--- config.mk ---
export PLATFORM = sky130hd
export DESIGN_NAME = m_ext_ctrl_flat
export DESIGN_NICKNAME = d
export VERILOG_FILES = /design/src/rtl/m_ext_ctrl_pkg.sv /design/src/rtl/m_ext_ctrl_if.sv /design/src/rtl/m_ext_ctrl_special_case.sv /design/src/rtl/m_ext_ctrl.sv /design/src/flat_wrapper.sv
export SDC_FILE = /design/constraint.sdc
export NUM_CORES = 1
export LEC_CHECK = 0
export ABC_CLOCK_PERIOD_IN_PS = 2900
export BUFFER_PORTS_ARGS = -buffer_cell sky130_fd_sc_hd__buf_2
export CORE_MARGIN = 8
export CORE_UTILIZATION = 42
export CTS_CLUSTER_DIAMETER = 100
export DETAILED_ROUTE_END_ITERATION = 8
export PLACE_DENSITY = 0.87
export SLEW_MARGIN = 30
export SYNTH_ARGS = -nofsm -noshare
export SYNTH_HDL_FRONTEND = slang
export SYNTH_HIERARCHICAL = 1
export SYNTH_SLANG_ARGS = --single-unit
--- constraint.sdc ---
create_clock -name clk -period 2.9 [get_ports clk]
set_clock_uncertainty 0.05 [all_clocks]
set_input_delay 0.145 -clock clk [delete_from_list [all_inputs] [get_ports clk]]
set_output_delay 0.145 -clock clk [all_outputs]
set_load 0.02 [all_outputs]
--- src/rtl/m_ext_ctrl_pkg.sv ---
`default_nettype none
// ============================================================================
// Module      : rv32i_types (package)
// Description : Shared RV32M opcode encoding, controller state type and
//               divide special-case constants.
// Revision    : 1.0 - initial release
// ============================================================================
package rv32i_types;

    typedef enum logic [2:0] {
        M_MUL    = 3'b000,
        M_MULH   = 3'b001,
        M_MULHSU = 3'b010,
        M_MULHU  = 3'b011,
        M_DIV    = 3'b100,
        M_DIVU   = 3'b101,
        M_REM    = 3'b110,
        M_REMU   = 3'b111
    } m_funct3_t;

    typedef enum logic [2:0] {
        S_IDLE  = 3'd0,
        S_MUL   = 3'd1,
        S_DIV   = 3'd2,
        S_DONE  = 3'd3,
        S_DRAIN = 3'd4
    } m_ctrl_state_t;

    localparam logic [31:0] DIV_ZERO_Q = 32'hFFFF_FFFF;
    localparam logic [31:0] INT_MIN    = 32'h8000_0000;

endpackage
`default_nettype wire

--- src/rtl/m_ext_ctrl_if.sv ---
`default_nettype none
// ============================================================================
// Module      : m_ext_ctrl_if
// Description : Request/response bundle between the M controller and the
//               shared multiplier / iterative divider.
// Revision    : 1.0 - initial release
// ============================================================================
interface m_ext_ctrl_if;
    logic        mul_enable;
    logic        div_enable;
    logic [31:0] unit_a;
    logic [31:0] unit_b;
    logic [2:0]  unit_funct3;
    logic [31:0] mul_result;
    logic [31:0] div_result;
    logic        mul_resp;
    logic        div_resp;

    modport master (
        output mul_enable, div_enable, unit_a, unit_b, unit_funct3,
        input  mul_result, div_result, mul_resp, div_resp
    );

    modport slave (
        input  mul_enable, div_enable, unit_a, unit_b, unit_funct3,
        output mul_result, div_result, mul_resp, div_resp
    );
endinterface
`default_nettype wire

--- src/rtl/m_ext_ctrl_special_case.sv ---
`default_nettype none
// ============================================================================
// Module      : m_special_case
// Description : Combinational detection of RISC-V divide-by-zero and signed
//               overflow, with the architecturally defined result.
// Revision    : 1.0 - initial release
// ============================================================================
module m_special_case
    import rv32i_types::*;
(
    input  wire logic [2:0]  funct3,
    input  wire logic [31:0] a,
    input  wire logic [31:0] b,
    output logic             is_special,
    output logic [31:0]      special_result
);

    m_funct3_t w_op;
    logic      w_b_zero;
    logic      w_ovf;

    assign w_op     = m_funct3_t'(funct3);
    assign w_b_zero = (b == 32'd0);
    assign w_ovf    = (a == INT_MIN) && (b == 32'hFFFF_FFFF);

    always_comb begin
        is_special     = 1'b0;
        special_result = 32'd0;
        case (w_op)
            M_DIV, M_DIVU: begin
                if (w_b_zero) begin
                    is_special     = 1'b1;
                    special_result = DIV_ZERO_Q;
                end else if (w_op == M_DIV && w_ovf) begin
                    is_special     = 1'b1;
                    special_result = INT_MIN;
                end
            end
            M_REM, M_REMU: begin
                // remainder of x/0 is x; remainder of the overflow case is 0
                if (w_b_zero) begin
                    is_special     = 1'b1;
                    special_result = a;
                end else if (w_op == M_REM && w_ovf) begin
                    is_special     = 1'b1;
                    special_result = 32'd0;
                end
            end
            default: ;
        endcase
    end

endmodule
`default_nettype wire

--- src/rtl/m_ext_ctrl.sv ---
`default_nettype none
// ============================================================================
// Module      : m_ext_ctrl
// Description : Sequences RV32M instructions onto the shared multiplier and
//               iterative divider and stalls the pipeline until completion.
// Revision    : 1.0 - initial release
// ============================================================================
module m_ext_ctrl
    import rv32i_types::*;
#(
    parameter int MUL_ONLY_LAT = 0
)
(
    input  wire logic        clk,
    input  wire logic        rst,
    input  wire logic        m_valid,
    input  wire logic [2:0]  funct3,
    input  wire logic [31:0] rs1_data,
    input  wire logic [31:0] rs2_data,
    input  wire logic        stall_in,
    input  wire logic        flush,
    output logic             m_stall,
    output logic [31:0]      m_result,
    output logic             m_result_valid,
    m_ext_ctrl_if.master     m_unit
);

    m_ctrl_state_t r_state;
    m_ctrl_state_t w_state_nxt;

    logic [31:0] r_a;
    logic [31:0] r_b;
    logic [2:0]  r_f3;
    logic [31:0] r_result;
    logic        r_mul_en;
    logic        r_div_en;
    logic        r_drain_div;

    logic        w_accept;
    logic        w_capture;
    logic [31:0] w_cap_val;
    logic        w_m_stall;
    logic        w_mul_done;
    logic        w_is_special;
    logic [31:0] w_special_result;

    m_special_case u_special (
        .funct3         (funct3),
        .a              (rs1_data),
        .b              (rs2_data),
        .is_special     (w_is_special),
        .special_result (w_special_result)
    );

    generate
        if (MUL_ONLY_LAT > 0) begin : g_mul_fixed
            localparam int CNT_W = (MUL_ONLY_LAT > 1) ? $clog2(MUL_ONLY_LAT) : 1;
            localparam logic [CNT_W-1:0] CNT_LOAD = CNT_W'(MUL_ONLY_LAT - 1);
            logic [CNT_W-1:0] r_cnt;

            // keeps counting through DRAIN so a squashed multiply still retires
            always_ff @(posedge clk or posedge rst) begin
                if (rst) begin
                    r_cnt <= '0;
                end else if (w_accept) begin
                    r_cnt <= CNT_LOAD;
                end else if ((r_state == S_MUL || r_state == S_DRAIN) && r_cnt != '0) begin
                    r_cnt <= r_cnt - 1'b1;
                end
            end
            assign w_mul_done = (r_cnt == '0);
        end else begin : g_mul_hs
            assign w_mul_done = m_unit.mul_resp;
        end
    endgenerate

    always_ff @(posedge clk or posedge rst) begin
        if (rst) begin
            r_state <= S_IDLE;
        end else begin
            r_state <= w_state_nxt;
        end
    end

    always_comb begin
        w_state_nxt = r_state;
        w_m_stall   = 1'b0;
        w_accept    = 1'b0;
        w_capture   = 1'b0;
        w_cap_val   = 32'd0;
        case (r_state)
            S_IDLE: begin
                if (m_valid && !flush) begin
                    w_accept  = 1'b1;
                    w_m_stall = 1'b1;
                    if (!funct3[2]) begin
                        w_state_nxt = S_MUL;
                    end else if (w_is_special) begin
                        w_state_nxt = S_DONE;
                        w_capture   = 1'b1;
                        w_cap_val   = w_special_result;
                    end else begin
                        w_state_nxt = S_DIV;
                    end
                end
            end
            S_MUL: begin
                w_m_stall = !flush;
                if (flush) begin
                    w_state_nxt = w_mul_done ? S_IDLE : S_DRAIN;
                end else if (w_mul_done) begin
                    w_state_nxt = S_DONE;
                    w_capture   = 1'b1;
                    w_cap_val   = m_unit.mul_result;
                end
            end
            S_DIV: begin
                w_m_stall = !flush;
                if (flush) begin
                    w_state_nxt = m_unit.div_resp ? S_IDLE : S_DRAIN;
                end else if (m_unit.div_resp) begin
                    w_state_nxt = S_DONE;
                    w_capture   = 1'b1;
                    w_cap_val   = m_unit.div_result;
                end
            end
            S_DONE: begin
                if (flush || !stall_in) begin
                    w_state_nxt = S_IDLE;
                end
            end
            S_DRAIN: begin
                w_m_stall = m_valid && !flush;
                if (r_drain_div ? m_unit.div_resp : w_mul_done) begin
                    w_state_nxt = S_IDLE;
                end
            end
            default: w_state_nxt = S_IDLE;
        endcase
    end

    // enables follow the next state, so they drop on the resp/flush edge
    always_ff @(posedge clk or posedge rst) begin
        if (rst) begin
            r_a         <= 32'd0;
            r_b         <= 32'd0;
            r_f3        <= 3'd0;
            r_result    <= 32'd0;
            r_mul_en    <= 1'b0;
            r_div_en    <= 1'b0;
            r_drain_div <= 1'b0;
        end else begin
            if (w_accept) begin
                r_a  <= rs1_data;
                r_b  <= rs2_data;
                r_f3 <= funct3;
            end
            if (w_capture) begin
                r_result <= w_cap_val;
            end
            r_mul_en <= (w_state_nxt == S_MUL);
            r_div_en <= (w_state_nxt == S_DIV);
            if (r_state == S_MUL || r_state == S_DIV) begin
                r_drain_div <= (r_state == S_DIV);
            end
        end
    end

    assign m_stall            = w_m_stall;
    assign m_result           = r_result;
    assign m_result_valid     = (r_state == S_DONE);
    assign m_unit.mul_enable  = r_mul_en;
    assign m_unit.div_enable  = r_div_en;
    assign m_unit.unit_a      = r_a;
    assign m_unit.unit_b      = r_b;
    assign m_unit.unit_funct3 = r_f3;

endmodule
`default_nettype wire

--- src/flat_wrapper.sv ---
// flat-port wrapper written by rule: the top's interface ports become plain ports
module m_ext_ctrl_flat import rv32i_types::*;
#(
    parameter int MUL_ONLY_LAT = 0
)
  (clk, rst, m_valid, funct3, rs1_data, rs2_data, stall_in, flush, m_stall, m_result, m_result_valid, m_unit_mul_enable, m_unit_div_enable, m_unit_unit_a, m_unit_unit_b, m_unit_unit_funct3, m_unit_mul_result, m_unit_div_result, m_unit_mul_resp, m_unit_div_resp);
  m_ext_ctrl_if m_unit_i ();
  input  wire logic clk;
  input  wire logic rst;
  input  wire logic m_valid;
  input  wire logic [2:0] funct3;
  input  wire logic [31:0] rs1_data;
  input  wire logic [31:0] rs2_data;
  input  wire logic stall_in;
  input  wire logic flush;
  output logic m_stall;
  output logic [31:0] m_result;
  output logic m_result_valid;
  output wire logic [$bits(m_unit_i.mul_enable)-1:0] m_unit_mul_enable;
  output wire logic [$bits(m_unit_i.div_enable)-1:0] m_unit_div_enable;
  output wire logic [$bits(m_unit_i.unit_a)-1:0] m_unit_unit_a;
  output wire logic [$bits(m_unit_i.unit_b)-1:0] m_unit_unit_b;
  output wire logic [$bits(m_unit_i.unit_funct3)-1:0] m_unit_unit_funct3;
  input wire logic [$bits(m_unit_i.mul_result)-1:0] m_unit_mul_result;
  input wire logic [$bits(m_unit_i.div_result)-1:0] m_unit_div_result;
  input wire logic [$bits(m_unit_i.mul_resp)-1:0] m_unit_mul_resp;
  input wire logic [$bits(m_unit_i.div_resp)-1:0] m_unit_div_resp;
  assign m_unit_mul_enable = m_unit_i.mul_enable;
  assign m_unit_div_enable = m_unit_i.div_enable;
  assign m_unit_unit_a = m_unit_i.unit_a;
  assign m_unit_unit_b = m_unit_i.unit_b;
  assign m_unit_unit_funct3 = m_unit_i.unit_funct3;
  assign m_unit_i.mul_result = m_unit_mul_result;
  assign m_unit_i.div_result = m_unit_div_result;
  assign m_unit_i.mul_resp = m_unit_mul_resp;
  assign m_unit_i.div_resp = m_unit_div_resp;
  m_ext_ctrl #(.MUL_ONLY_LAT(MUL_ONLY_LAT)) u_core (.clk(clk), .rst(rst), .m_valid(m_valid), .funct3(funct3), .rs1_data(rs1_data), .rs2_data(rs2_data), .stall_in(stall_in), .flush(flush), .m_stall(m_stall), .m_result(m_result), .m_result_valid(m_result_valid), .m_unit(m_unit_i));
endmodule
# Word level (Yosys, flattened, before mapping)

Cells that the tools add are included.
Widths: inputs -> output; s select.

Equal/unequal tests: 12
Multiplexer cells: 41
Reduce and logical (&&, ||, !) cells: 13

Operators with widths:

| kind                 | count |
|---|---|
| $mux 32              | 10 |
| $pmux 32 s3          | 1 |
| $eq 32x32->1 const B | 2 |
| $pmux 32 s2          | 1 |
| $logic_not 32->1     | 1 |
| $mux 3               | 10 |
| $eq 3x3->1 const B   | 5 |
| $mux 1               | 15 |
| $pmux 3 s5           | 1 |
| $eq 3x2->1 const B   | 3 |
| $eq 3x1->1 const B   | 2 |
| $pmux 1 s3           | 2 |
| $reduce_or 2->1      | 3 |
| $logic_and 1x1->1    | 4 |
| $logic_not 3->1      | 1 |
| $logic_not 1->1      | 2 |
| $logic_or 1x1->1     | 2 |
| $pmux 1 s2           | 1 |

Input port bits: 138
Word-level logic and storage cells: 74
Flip-flop bits (word level): 105

# Longest topological paths before layout

Gate-level depths: netlist of run 1.

Word-level depth: 11
Mapped depth: 10
Mapped depth without buffers: 8

# By module

Netlist of run 1, hierarchy kept.

Modules (own cells, without submodules):

| module         | area an instance (µm²) | cells each | instances |
|---|---|---|---|
| m_ext_ctrl     | 4,508.1                | 329        | 1 |
| m_special_case | 545.5                  | 106        | 1 |

# Worst setup path before layout of run 1

No wires, ideal clock.

Path type: input -> register
From: in rs2_data[15]
To: reg u_core.r_result[13] (netlist: u_core/m_result[13])
Library setup time: 0.079 ns
Stages: 9
Path slack: 0.675 ns
Path buffers: 2
Arrival: 2.095 ns
Required time: 2.771 ns
Cell sequence: nand4_1 > or4_1 > o41ai_2 > nand3_1 > nor4_4 > or3_1 > buf_4 > buf_6 > mux2i_1

Cells in the longest elaborated chain, start to end: 10
Elaborated cells between the ends (all ways): 21
Those cells by class: eq/ne (1); mux (16); reduce/logical (4)

RTL lines:

| item                                        | RTL line                                                     | source |
|---|---|---|
| from (decl)                                 | flat_wrapper.sv:13                                           | `input wire logic [31:0] rs2_data;` |
| $eq 32x32->1                                | m_ext_ctrl_special_case.sv:24                                | `assign w_ovf = (a == INT_MIN) && (b == 32'hFFFF_FFFF);` |
| $logic_and 1x1->1                           | m_ext_ctrl_special_case.sv:24                                |  |
| $logic_and 1x1->1, on equally long branches | m_ext_ctrl_special_case.sv:44, m_ext_ctrl_special_case.sv:34 |  |
| $mux 1, on equally long branches            | m_ext_ctrl_special_case.sv:44, m_ext_ctrl_special_case.sv:34 |  |
| $mux 1, on equally long branches            | m_ext_ctrl_special_case.sv:41, m_ext_ctrl_special_case.sv:31 |  |
| $pmux 1 s2 (*)                              | m_ext_ctrl_special_case.sv:29                                | `case (w_op)` |
| via u_core.w_is_special                     | m_ext_ctrl.sv:44                                             | `logic w_is_special;` |
| $mux 32 or $mux 1 (tied branches)           | m_ext_ctrl.sv:98                                             | `end else if (w_is_special) begin` |
| $mux 32 or $mux 1 (tied branches)           | m_ext_ctrl.sv:96                                             | `if (!funct3[2]) begin` |
| $mux 32 or $mux 1 (tied branches)           | m_ext_ctrl.sv:93                                             | `if (m_valid && !flush) begin` |
| $pmux 32 s3 or $pmux 1 s3 (tied branches)   | m_ext_ctrl.sv:91                                             | `case (r_state)` |
| to (signal assigned)                        | m_ext_ctrl.sv:159                                            | `r_result <= w_cap_val;` |
| to (decl)                                   | m_ext_ctrl.sv:34                                             | `logic [31:0] r_result;` |

Mark *: on every way through the listed nets, which the timed path passes. The rest lies on a longest branch.
A chain may end at the register's enable or synchronous reset.

# Final worst setup path of run 1

From: in rs2_data[13]
To: reg u_core.r_result[19] (netlist: u_core/m_result[19])

The elaborated chain is that of the path after synthesis.

==> metrics.csv, run 1 <==
metric,value,unit
post-layout minimum cycle time,2.749,ns
Final #Nets,805,
via count,4592,
ANT nets after route,0,
# diodes,0,
Post-Syn Nets,573,
CTS root buffer,clkbuf_16,
CTS tree,built,
Post-synth EDFFs,0,
total gr overflow,0,
Most used DFF post-synth,dfrtp_1,
first-pass GRT wire length,26600,um
Max Cap Viol,0,
worst hold path class,primary input to register,
final setup fails,0,
initial antenna violation count,0,
worst slew pin tran,0.6635,ns
Post-Layout Cell Count,818,
Final Hold Vio Count,0,
Post-synth ARST share,100.0,%
status,finished clean,
Vias/cell,5.614,
RR Startpoint,u_core/r_state[0]$_DFF_PP0_,
Core Region,11860,sq um
Worst path slowest cell,or4_1,
Final Core Density,57.06,%
die span in x,125.7,um
number of global-route vias before repair,4934,
Worst setup EP type,register,
pin count of the biggest net entering global routing,106,
Die Y,125.7,um
Leakage,3.350,nW
Routed WL per cell,20.78,um
Max Fanout on Critical Path,32,
Max clock buf depth,2,
syn avg cell area,11.62,sq um
VDD IR max,508.4,uV
critical path class,primary input to register,
Post-Syn Instances,435,
DR pass1 iterations,7,
critical path startpoint,rs2_data[13],
initial core utilization,42.61,%
DRC Markers,0,
number of synthesized register bits,105,
I/O Pins,241,
full die area,15800,sq um
"Cell Area, Synth",5054,sq um
required time of the critical path,3.12,ns
Rel. slew slack,55.77,%
dpl cells,800,
Worst EP arrival,2.97,ns
I/O Buffers,240,
library cells used by synthesis,40,
met2 Track Usage GR,35.03,%
share of cells above drive strength 1,50.37,%
Worst Hold Launch,rs2_data[20],
Clock transition at path regs,0.07,ns
grt met1 use,24.09,%
Num CTS Buffers,9,
Placer Congestion,0.8686,
crit-path max cell delay,0.58,ns
sequential area share after synthesis,51.99,%
max-slew violation total from the final report,0,
FMAX,0.3637,GHz
Worst-Skew Late Latency,0.34,ns
htree depth,3,
startpoint type of the worst setup path,primary input,
final worst path period share,94.81,%
met3 usage,8.186,%
std cell rows,40,
total length of routed wires,16990,um
Reg2Reg Setup Slack,0.85,ns
Syn-to-layout area delta,33.92,%
Post-DP HPWL,12780,um
fill count,986,
CTS Sinks,105,
drt initial violations,463,
gr usage total,21.14,%
Pwr Density,1020,nW/um^2
Top Usage Layer GRT,met2,
RSZ-0062 raised after global routing,false,
Synth Warn #,6,
Post-Route Setup TNS,0,ns
CP Cell Sequence,"dlygate4sd3_1, buf_2, nand4_1, or4_1, o41ai_4, nand3_1, nor4_4, or3_2, buf_12, mux2i_1",
[synth_stat cells, drive strengths merged (3+ instances only)]
master    n  share of area (%)
buf      12                1.6
o21ai     3               0.30
clkbuf   17                1.3
dfrtp   105                 52
mux2     66                 15
inv      64                4.8
nor2      5               0.42
nor2b     5               0.77
nor3      5               0.59
a222oi   32                6.3
nand4    10                1.4
nand3     5               0.50
nor4     14                2.0
a21oi    33                3.3
nand2     7               0.52
mux2i    33                6.5
[what timing repair did]
| item | CTS | global route |
|---|---|---|
| endpoints found under the hold margin | 107 | 0 |
| resized for setup | 0 | 2 |
| setup endpoints to repair | 0 | 30 |
| hold buffers | 3 | 0 |
| setup buffers | 0 | 0 |
[layer usage]
layer,vias to the layer above,part of all wire [%]
met4,0,2.5
met1,2243,38
met3,28,10
met2,269,49
li1,2052,-
met5,-,0
[registers in the layout (all words and copies together), names as in the netlist]
name and flops:
u_core/m_unit.mul_enable 1, u_core/r_state 3, u_core/r_drain_div 1, u_core/m_unit.unit_b 32
u_core/m_unit.unit_funct3 3, u_core/m_unit.div_enable 1, u_core/m_unit.unit_a 32, u_core/m_result 32
[logic make-up (layout without fill, tap and decap cells)]
kind of cell,after synthesis,count (layout),share of synthesized area (%)
buffers and inverters,93,329,7.675
AO/OA/AOI/OAI,74,74,11.02
AND/OR/NAND/NOR,64,64,8.071
flip-flops,105,105,51.99
multiplexers,99,99,21.24
[area by class of cell]
type | count | area [sq um] | area share (%)
Timing Repair Buffer | 250 | 1325 | 19.58
Clock buffer | 9 | 225.2 | 3.328
Tap cell | 147 | 183.9 | 2.718
Multi-Input combinational cell | 237 | 2069 | 30.58
Clock inverter | 6 | 92.59 | 1.368
Inverter | 64 | 244.0 | 3.605
Sequential cell | 105 | 2628 | 38.82
[per-stage QoR]
step	hold slack [ns]	power, W	setup WS (ns)	area [sq um]
2_1_floorplan	0.2455	0.004449	0.6754	5057
3_3_place_gp	0.3119	0.005502	0.3247	6405
3_5_place_dp	0.3100	0.005617	0.2033	6405
4_1_cts	0.0001846	0.006952	0.07435	6753
5_1_grt	0.004610	0.007270	0.01658	6768
6_report	0.01291	0.006902	0.1506	6768
[final timing paths]
path	endpoint	depth (start not counted)
setup / recovery	u_core/m_result[19]$_DFFE_PP0P_	10
hold reg to reg	u_core/m_unit.unit_funct3[2]$_DFFE_PP0P_	2
hold / removal	u_core/m_unit.unit_b[20]$_DFFE_PP0P_	2
setup reg to reg	u_core/m_unit.unit_b[4]$_DFFE_PP0P_	4
min in group asynchronous	u_core/m_unit.unit_b[15]$_DFFE_PP0P_	4
max in group asynchronous	u_core/m_result[22]$_DFFE_PP0P_	4
[cell usage in the layout, fill, tap and decap left out, types with 3 or more instances in the layout]
cell type      Yosys  final
a222oi_1          32     32
buf_2              3    240
nor2_1             4      4
nor2b_1            4      4
o21ai_0            3      3
nand4_1            9      9
inv_1             64     63
a21oi_1           33     33
clkinvlp_4         0      3
mux2i_1           33     33
nor4_1            13     13
nand2_1            7      7
dlygate4sd3_1      0      3
mux2_2            66     66
nand3_1            5      4
dfrtp_1          105    105
buf_12             0      3
clkbuf_16          0      9
nor3_1             4      4
buf_4              1      3
[power by group]
| part | switching [W] | internal (W) | leakage [nW] | total (W) |
|---|---|---|---|---|
| clock network | 0.000554 | 0.000757 | 0.148 | 0.00131 |
| registers | 0.000403 | 0.00216 | 1.31 | 0.00256 |
| logic | 0.00182 | 0.00121 | 1.90 | 0.00303 |
| total | 0.00277 | 0.00413 | 3.35 | 0.00690 |
[critical path: cells and delay by family]
family                 cells  cell delay, ns
AOI/OAI and AO/OA          1            0.39
buffers and inverters      3            0.89
muxes                      1            0.25
and+or+nand+nor            5            1.25
No activity file was read; power rests on OpenSTA's default activity.
==> run 2, diff against run 1 <==
--- a/config.mk
+++ b/config.mk
@@ -12,6 +12,7 @@
 export CTS_CLUSTER_DIAMETER = 100
 export DETAILED_ROUTE_END_ITERATION = 8
 export PLACE_DENSITY = 0.87
+export REMOVE_ABC_BUFFERS = 1
 export SLEW_MARGIN = 30
 export SYNTH_ARGS = -nofsm -noshare
 export SYNTH_HDL_FRONTEND = slang
==> run 2 against run 1 <==
Effect of this change:
- setup slack better by 0.0079 ns
- register-to-register slack better by 0.05 ns
- sequential share of layout area is 0.79 points lower
- final cell count is 2.0% higher
- routed wire length is 1.7% lower
- sequential cell count stayed put
- non-clock buffer count is 14 higher
- via count is 1.7% lower
- total power is 0.78% lower
- clock power is 5% lower
- utilization is 1.2 points higher
- worst hold slack better by 0.0030 ns
- critical endpoint is now u_core/m_result[8]$_DFFE_PP0P_
- largest power group unchanged
==> metrics.csv, run 2 (synthesis results as in run 1) <==
metric,value,unit,change
I/O Buffers,240,,unchanged
drt initial violations,479,,+3.5%
Vias/cell,5.412,,-3.6%
Post-CTS Setup Inserts,0,,unchanged
Routed WL per cell,20.03,um,-3.6%
"Power, Total",0.006848,W,-0.78%
total gr overflow,0,,unchanged
worst hold path class,primary input to register,,
dpl cells,803,,+0.38%
I/O Pins,241,,unchanged
Post-Layout Cell Count,834,,+2.0%
Post-DP Area,6439,sq um,+0.53%
Hold Path Depth,2,,unchanged
pin count of the biggest net entering global routing,55,,-48%
gr usage total,20.92,%,-0.22 points
startpoint type of the worst setup path,primary input,,
std cell rows,40,,unchanged
Post-DP HPWL,12540,um,-1.9%
CTS tree,built,,
die span in x,125.7,um,unchanged
Die Y,125.7,um,unchanged
number of global-route vias before repair,4894,,-0.81%
"commonest cells after routing, fill and taps aside","buf_2, dfrtp_1, mux2_2",,
Pwr Density,991.1,nW/um^2,-2.8%
first-pass GRT wire length,26140,um,-1.7%
Reg2Reg Depth,5,,+1
htree depth,3,,unchanged
Clock transition at path regs,0.07,ns,about the same
FMAX,0.3648,GHz,+0.29%
CTS Sinks,105,,unchanged
Max Fanout on Critical Path,27,,-16%
Rel. slew slack,56.05,%,+0.28 points
CTS root buffer,clkbuf_16,,
post-layout minimum cycle time,2.742,ns,-0.007853 ns
Worst-Skew Late Latency,0.35,ns,about the same
Post-Layout Inst Area,6909,sq um,+2.1%
Syn-to-layout area delta,36.72,%,
Max clock buf depth,2,,unchanged
Placer Congestion,0.8278,,-4.7%
DR pass1 iterations,7,,unchanged
initial antenna violation count,1,,+1
initial core utilization,42.61,%,unchanged
DRC Markers,0,,unchanged
critical path class,primary input to register,,
RSZ-0062 raised after global routing,false,,
worst slew pin tran,0.6592,ns,-0.004245 ns
Core Region,11860,sq um,unchanged
ANT nets after route,0,,unchanged
fill count,991,,+0.51%
Final #Nets,819,,+1.7%
share of cells above drive strength 1,50.15,%,-0.23 points
total length of routed wires,16700,um,-1.7%
Worst setup EP type,register,,
full die area,15800,sq um,unchanged
Num CTS Buffers,9,,unchanged
final worst path period share,94.54,%,-0.27 points
VDD IR max,760.0,uV,+50%
Leakage,3.420,nW,+2.1%
Hold Slack,0.01588,ns,+0.002967 ns
required time of the critical path,3.11,ns,about the same
max-slew violation total from the final report,0,,unchanged
"commonest non-fill, non-tap cell in the layout",buf_2,,
Final Hold Vio Count,0,,unchanged
Post-Route Setup TNS,0,ns,unchanged
status,finished clean,,
via count,4514,,-1.7%
Max Cap Viol,0,,unchanged
Worst EP arrival,2.96,ns,about the same
final setup fails,0,,unchanged
[run 2: critical path: stages]
cell and delay (ns):
dlygate4sd3_1 0.52, buf_2 0.12, nand4_1 0.08, or4_1 0.63
o41ai_4 0.36, nand3_1 0.17, nor4_4 0.24, or3_2 0.22
buf_12 0.22, mux2i_1 0.23
[run 2: stage by stage]
| step | worst slack, ns | utilization [%] |
|---|---|---|
| after floorplan | -1.005 | - |
| after CTS | 0.09639 | 58.03 |
| after detailed placement | 0.2192 | 54.28 |
| after global routing | 0.02026 | 58.25 |
| after global placement | 0.3309 | 54.28 |
| final | 0.1584 | 58.25 |
[run 2: what timing repair did]
action                                  CTS  global route
endpoints found under the setup margin    0            32
hold buffers                             14             0
endpoints found under the hold margin    64             0
gates resized for setup                   0             3
[run 2: final timing paths]
| path | from | end | slack (ns) |
|---|---|---|---|
| max in group asynchronous | rst | u_core/m_unit.unit_a[6]$_DFFE_PP0P_ | 1.69 |
| setup reg to reg | u_core/r_state[1]$_DFF_PP0_ | u_core/m_result[8]$_DFFE_PP0P_ | 0.90 |
| min in group asynchronous | rst | u_core/m_unit.div_enable$_DFF_PP0_ | 0.38 |
| hold reg to reg | u_core/m_unit.unit_funct3[2]$_DFFE_PP0P_ | u_core/m_unit.unit_funct3[2]$_DFFE_PP0P_ | 0.43 |
| setup / recovery | rs2_data[15] | u_core/m_result[8]$_DFFE_PP0P_ | 0.16 |
| hold / removal | rs2_data[13] | u_core/m_unit.unit_b[13]$_DFFE_PP0P_ | 0.02 |
[run 2: layout make-up]
class | count | area (sq um) | share of cell area (%)
clock inverter | 6 | 65.06 | 0.9417
sequential | 105 | 2628 | 38.03
tap | 147 | 183.9 | 2.662
inverter | 64 | 242.7 | 3.513
multi-input combinational | 237 | 2082 | 30.13
antenna | 1 | 2.502 | 0.03622
clock buffer | 10 | 239.0 | 3.459
timing repair buffer | 264 | 1466 | 21.22
[run 2: power by group]
group          switching [W]  total (W)  internal, W
Clock               0.000539    0.00124     0.000696
Combinational        0.00183    0.00306      0.00123
Sequential          0.000395    0.00256      0.00216
Total                0.00277    0.00685      0.00408
[run 2: routing by layer]
layer / global-route usage [%] / part of all wire [%] / wire (um)
met1: 23.24 / 39 / 6521
met2: 36.43 / 50 / 8414
met3: 8.059 / 8.6 / 1444
met4: 6.089 / 1.9 / 323
met5: 0 / 0 / 0
==> run 3, diff against run 2 <==
--- a/config.mk
+++ b/config.mk
@@ -5,13 +5,14 @@
 export SDC_FILE = /design/constraint.sdc
 export NUM_CORES = 1
 export LEC_CHECK = 0
+export ABC_AREA = 1
 export ABC_CLOCK_PERIOD_IN_PS = 2900
 export BUFFER_PORTS_ARGS = -buffer_cell sky130_fd_sc_hd__buf_2
 export CORE_MARGIN = 8
-export CORE_UTILIZATION = 42
+export CORE_UTILIZATION = 44
 export CTS_CLUSTER_DIAMETER = 100
 export DETAILED_ROUTE_END_ITERATION = 8
-export PLACE_DENSITY = 0.87
+export PLACE_DENSITY = 0.88
 export REMOVE_ABC_BUFFERS = 1
 export SLEW_MARGIN = 30
 export SYNTH_ARGS = -nofsm -noshare
==> run 3 against run 2 <==
Effect of this change:
- clock power shrank 4%
- register-to-register slack gained 0.04 ns
- sequential cell count is the same
- sequential share of layout area shrank 5.2 points
- critical path type unchanged
- critical endpoint is now u_core/m_result[23]$_DFFE_PP0P_
- highest routed layer unchanged
==> metrics.csv, run 3 <==
metric,value,unit,change
full die area,17530,sq um,+11%
Post-DP HPWL,14280,um,+14%
met2 Track Usage GR,38.53,%,+2.1 points
Post-synth ARST share,100.0,%,unchanged
CTS Hold Buffers Added,56,,+42
Worst path slowest cell,dlygate4sd3_1,,
Worst EP arrival,2.65,ns,-0.31 ns
via count,6678,,+48%
Num CTS Buffers,9,,unchanged
CTS root buffer,clkbuf_16,,
number of global-route vias before repair,6521,,+33%
Yosys top cell by area,dfrtp_1,,
syn avg cell area,6.714,sq um,-42%
RR Startpoint,u_core/r_state[0]$_DFF_PP0_,,
Post-synth EDFFs,0,,unchanged
initial core utilization,45.02,%,+2.4 points
VDD IR max,305.8,uV,-60%
I/O Pins,241,,unchanged
Seq. cell area,2628,sq um,unchanged
share of cells above drive strength 1,24.18,%,-26 points
sequential area share after synthesis,44.07,%,-7.9 points
Post-Syn Instances,888,,+100%
total gr overflow,0,,unchanged
startpoint type of the worst setup path,primary input,,
max-slew violation total from the final report,0,,unchanged
"commonest cells after routing, fill and taps aside","nand2_1, buf_2, nor2_1",,
CTS Sinks,105,,unchanged
Core Region,13240,sq um,+12%
final worst slack,0.4224,ns,+0.2639 ns
Die Y,132.4,um,+5.3%
Top Usage Layer GRT,met2,,
worst hold path class,primary input to register,,
Max Fanout on Critical Path,64,,+140%
Routed WL per cell,15.52,um,-22%
final setup fails,0,,unchanged
Worst setup EP type,register,,
critical path class,primary input to register,,
number of synthesized register bits,105,,unchanged
Final #Nets,1287,,+57%
I/O Buffers,240,,unchanged
initial antenna violation count,0,,-1
FMAX,0.4036,GHz,+11%
grt met1 use,26.76,%,+3.5 points
std cell rows,42,,+5.0%
DR pass1 iterations,5,,-2
fill count,1212,,+22%
"commonest non-fill, non-tap cell in the layout",nand2_1,,
Post-CTS Setup Inserts,0,,unchanged
drt initial violations,655,,+37%
post-layout minimum cycle time,2.478,ns,-0.2639 ns
Max Cap Viol,0,,unchanged
Max clock buf depth,2,,unchanged
Post-DP Area,7139,sq um,+11%
Vias/cell,5.017,,-7.3%
Most used DFF post-synth,dfrtp_1,,
die span in x,132.4,um,+5.3%
required time of the critical path,3.07,ns,-0.04 ns
Placer Congestion,0.9107,,+10%
worst slack at placement,0.6759,ns,+0.4567 ns
"Cell Area, Synth",5962,sq um,+18%
Post-synth top cells,"nand2_1, nor2_1, dfrtp_1",,
Multi-input gate area,2780,sq um,+34%
Clock transition at path regs,0.07,ns,about the same
met3 usage,4.840,%,-3.2 points
ANT nets after route,0,,unchanged
critical path startpoint,rs1_data[26],,
pin count of the biggest net entering global routing,68,,+24%
htree depth,3,,unchanged
total length of routed wires,20660,um,+24%
Leakage,4.320,nW,+26%
"most used cell, CP",nand2_1,,
Final Hold Vio Count,0,,unchanged
library cells used by synthesis,24,,-40%
Pwr Density,865.7,nW/um^2,-13%
Yosys top cell area share,44.07,%,-7.9 points
crit-path max cell delay,0.55,ns,-0.08 ns
ranking of synthesized cells by area,"dfrtp_1, nand2_1, nor2_1, nand4_1, inv_1",,
Rel. slew slack,45.94,%,-10 points
worst slew pin tran,0.8089,ns,+0.1497 ns
CP Cell Sequence,"dlygate4sd3_1, buf_2, inv_1, nand4_1, nor3_1, nand3_1, nand2_1, nand2_1, nor2_1, nand2_4, nand4_1, nand2_1",,
CTS tree,built,,
Worst-Skew Late Latency,0.34,ns,about the same
Post-Layout Inst Area,7995,sq um,+16%
post_cts resized,0,,unchanged
RSZ-0062 raised after global routing,false,,
Synth Warn #,6,,unchanged
first-pass GRT wire length,33210,um,+27%
gr usage total,22.84,%,+1.9 points
final worst path period share,85.44,%,-9.1 points
most frequent cell after synthesis,nand2_1,,
DRC Markers,0,,unchanged
status,finished clean,,
Syn-to-layout area delta,34.10,%,
Worst Hold Launch,rs2_data[16],,
[run 3: changes by cell type after synthesis, sizes merged, moves of 32 or more]
cell,delta
nor2,+186
mux2i,-33
nand3,+35
a222oi,-32
mux2,-66
nand4,+35
nand2,+332
[run 3: kinds of logic (layout without fill, tap and decap cells)]
logic type             count (synthesis)  in the layout  synth area share, %
AOI/OAI and AO/OA                     50             50                4.386
other                                  0              1                    0
buffers and inverters                116            382                9.297
and+or+nand+nor                      617            617                42.25
DFF                                  105            105                44.07
[run 3: area by class of cell]
| cell class | count | area share [%] |
|---|---|---|
| clock inverters | 4 | 0.3286 |
| clock buffers | 12 | 3.333 |
| well taps | 176 | 2.754 |
| multi-input cells | 667 | 34.77 |
| inverters | 62 | 2.973 |
| diodes | 1 | 0.03130 |
| repair buffers | 304 | 22.94 |
| flip-flops and latches | 105 | 32.86 |
[run 3: final timing paths]
kind,to,slack (ns),cells after the start
max,u_core/m_result[23]$_DFFE_PP0P_,0.42,12
min,u_core/m_unit.unit_b[16]$_DFFE_PP0P_,0.02,3
max reg2reg,u_core/m_result[23]$_DFFE_PP0P_,0.94,5
min reg2reg,u_core/m_unit.unit_a[3]$_DFFE_PP0P_,0.42,2
max in group asynchronous,u_core/m_unit.unit_a[13]$_DFFE_PP0P_,1.63,4
min in group asynchronous,u_core/m_unit.unit_b[0]$_DFFE_PP0P_,0.45,3
[run 3: metal layers]
metal	vias to the layer above	wire (um)	share of wire, %
li1	3276	-	-
met1	3017	8394	41
met2	314	9924	48
met5	-	0	0
met4	0	897	4.3
met3	71	1446	7.0
[run 3: metrics by stage]
step / hold slack [ns] / power, W / instances / utilization (%) / TNS [ns]
5_1_grt: 0.01004 / 0.007362 / 1330 / 60.36 / 0
3_3_place_gp: 0.2762 / 0.005568 / 1258 / 53.89 / 0
4_1_cts: 0.001580 / 0.006929 / 1330 / 60.36 / 0
3_5_place_dp: 0.2848 / 0.005665 / 1258 / 53.91 / 0
2_1_floorplan: 0.2118 / 0.004395 / 834 / - / -5.832
6_report: 0.01544 / 0.006921 / 1331 / 60.37 / 0
[run 3: report_power, final]
part	switching [W]	internal [W]	leakage [nW]
Sequential	0.000403	0.00214	1.31
Combinational	0.00216	0.00102	2.86
Clock	0.000541	0.000652	0.145
[run 3: worst max-delay path, delay by kind of cell]
kind	cells	cell delay, ns
buffers and inverters	3	0.77
and+or+nand+nor	9	1.69
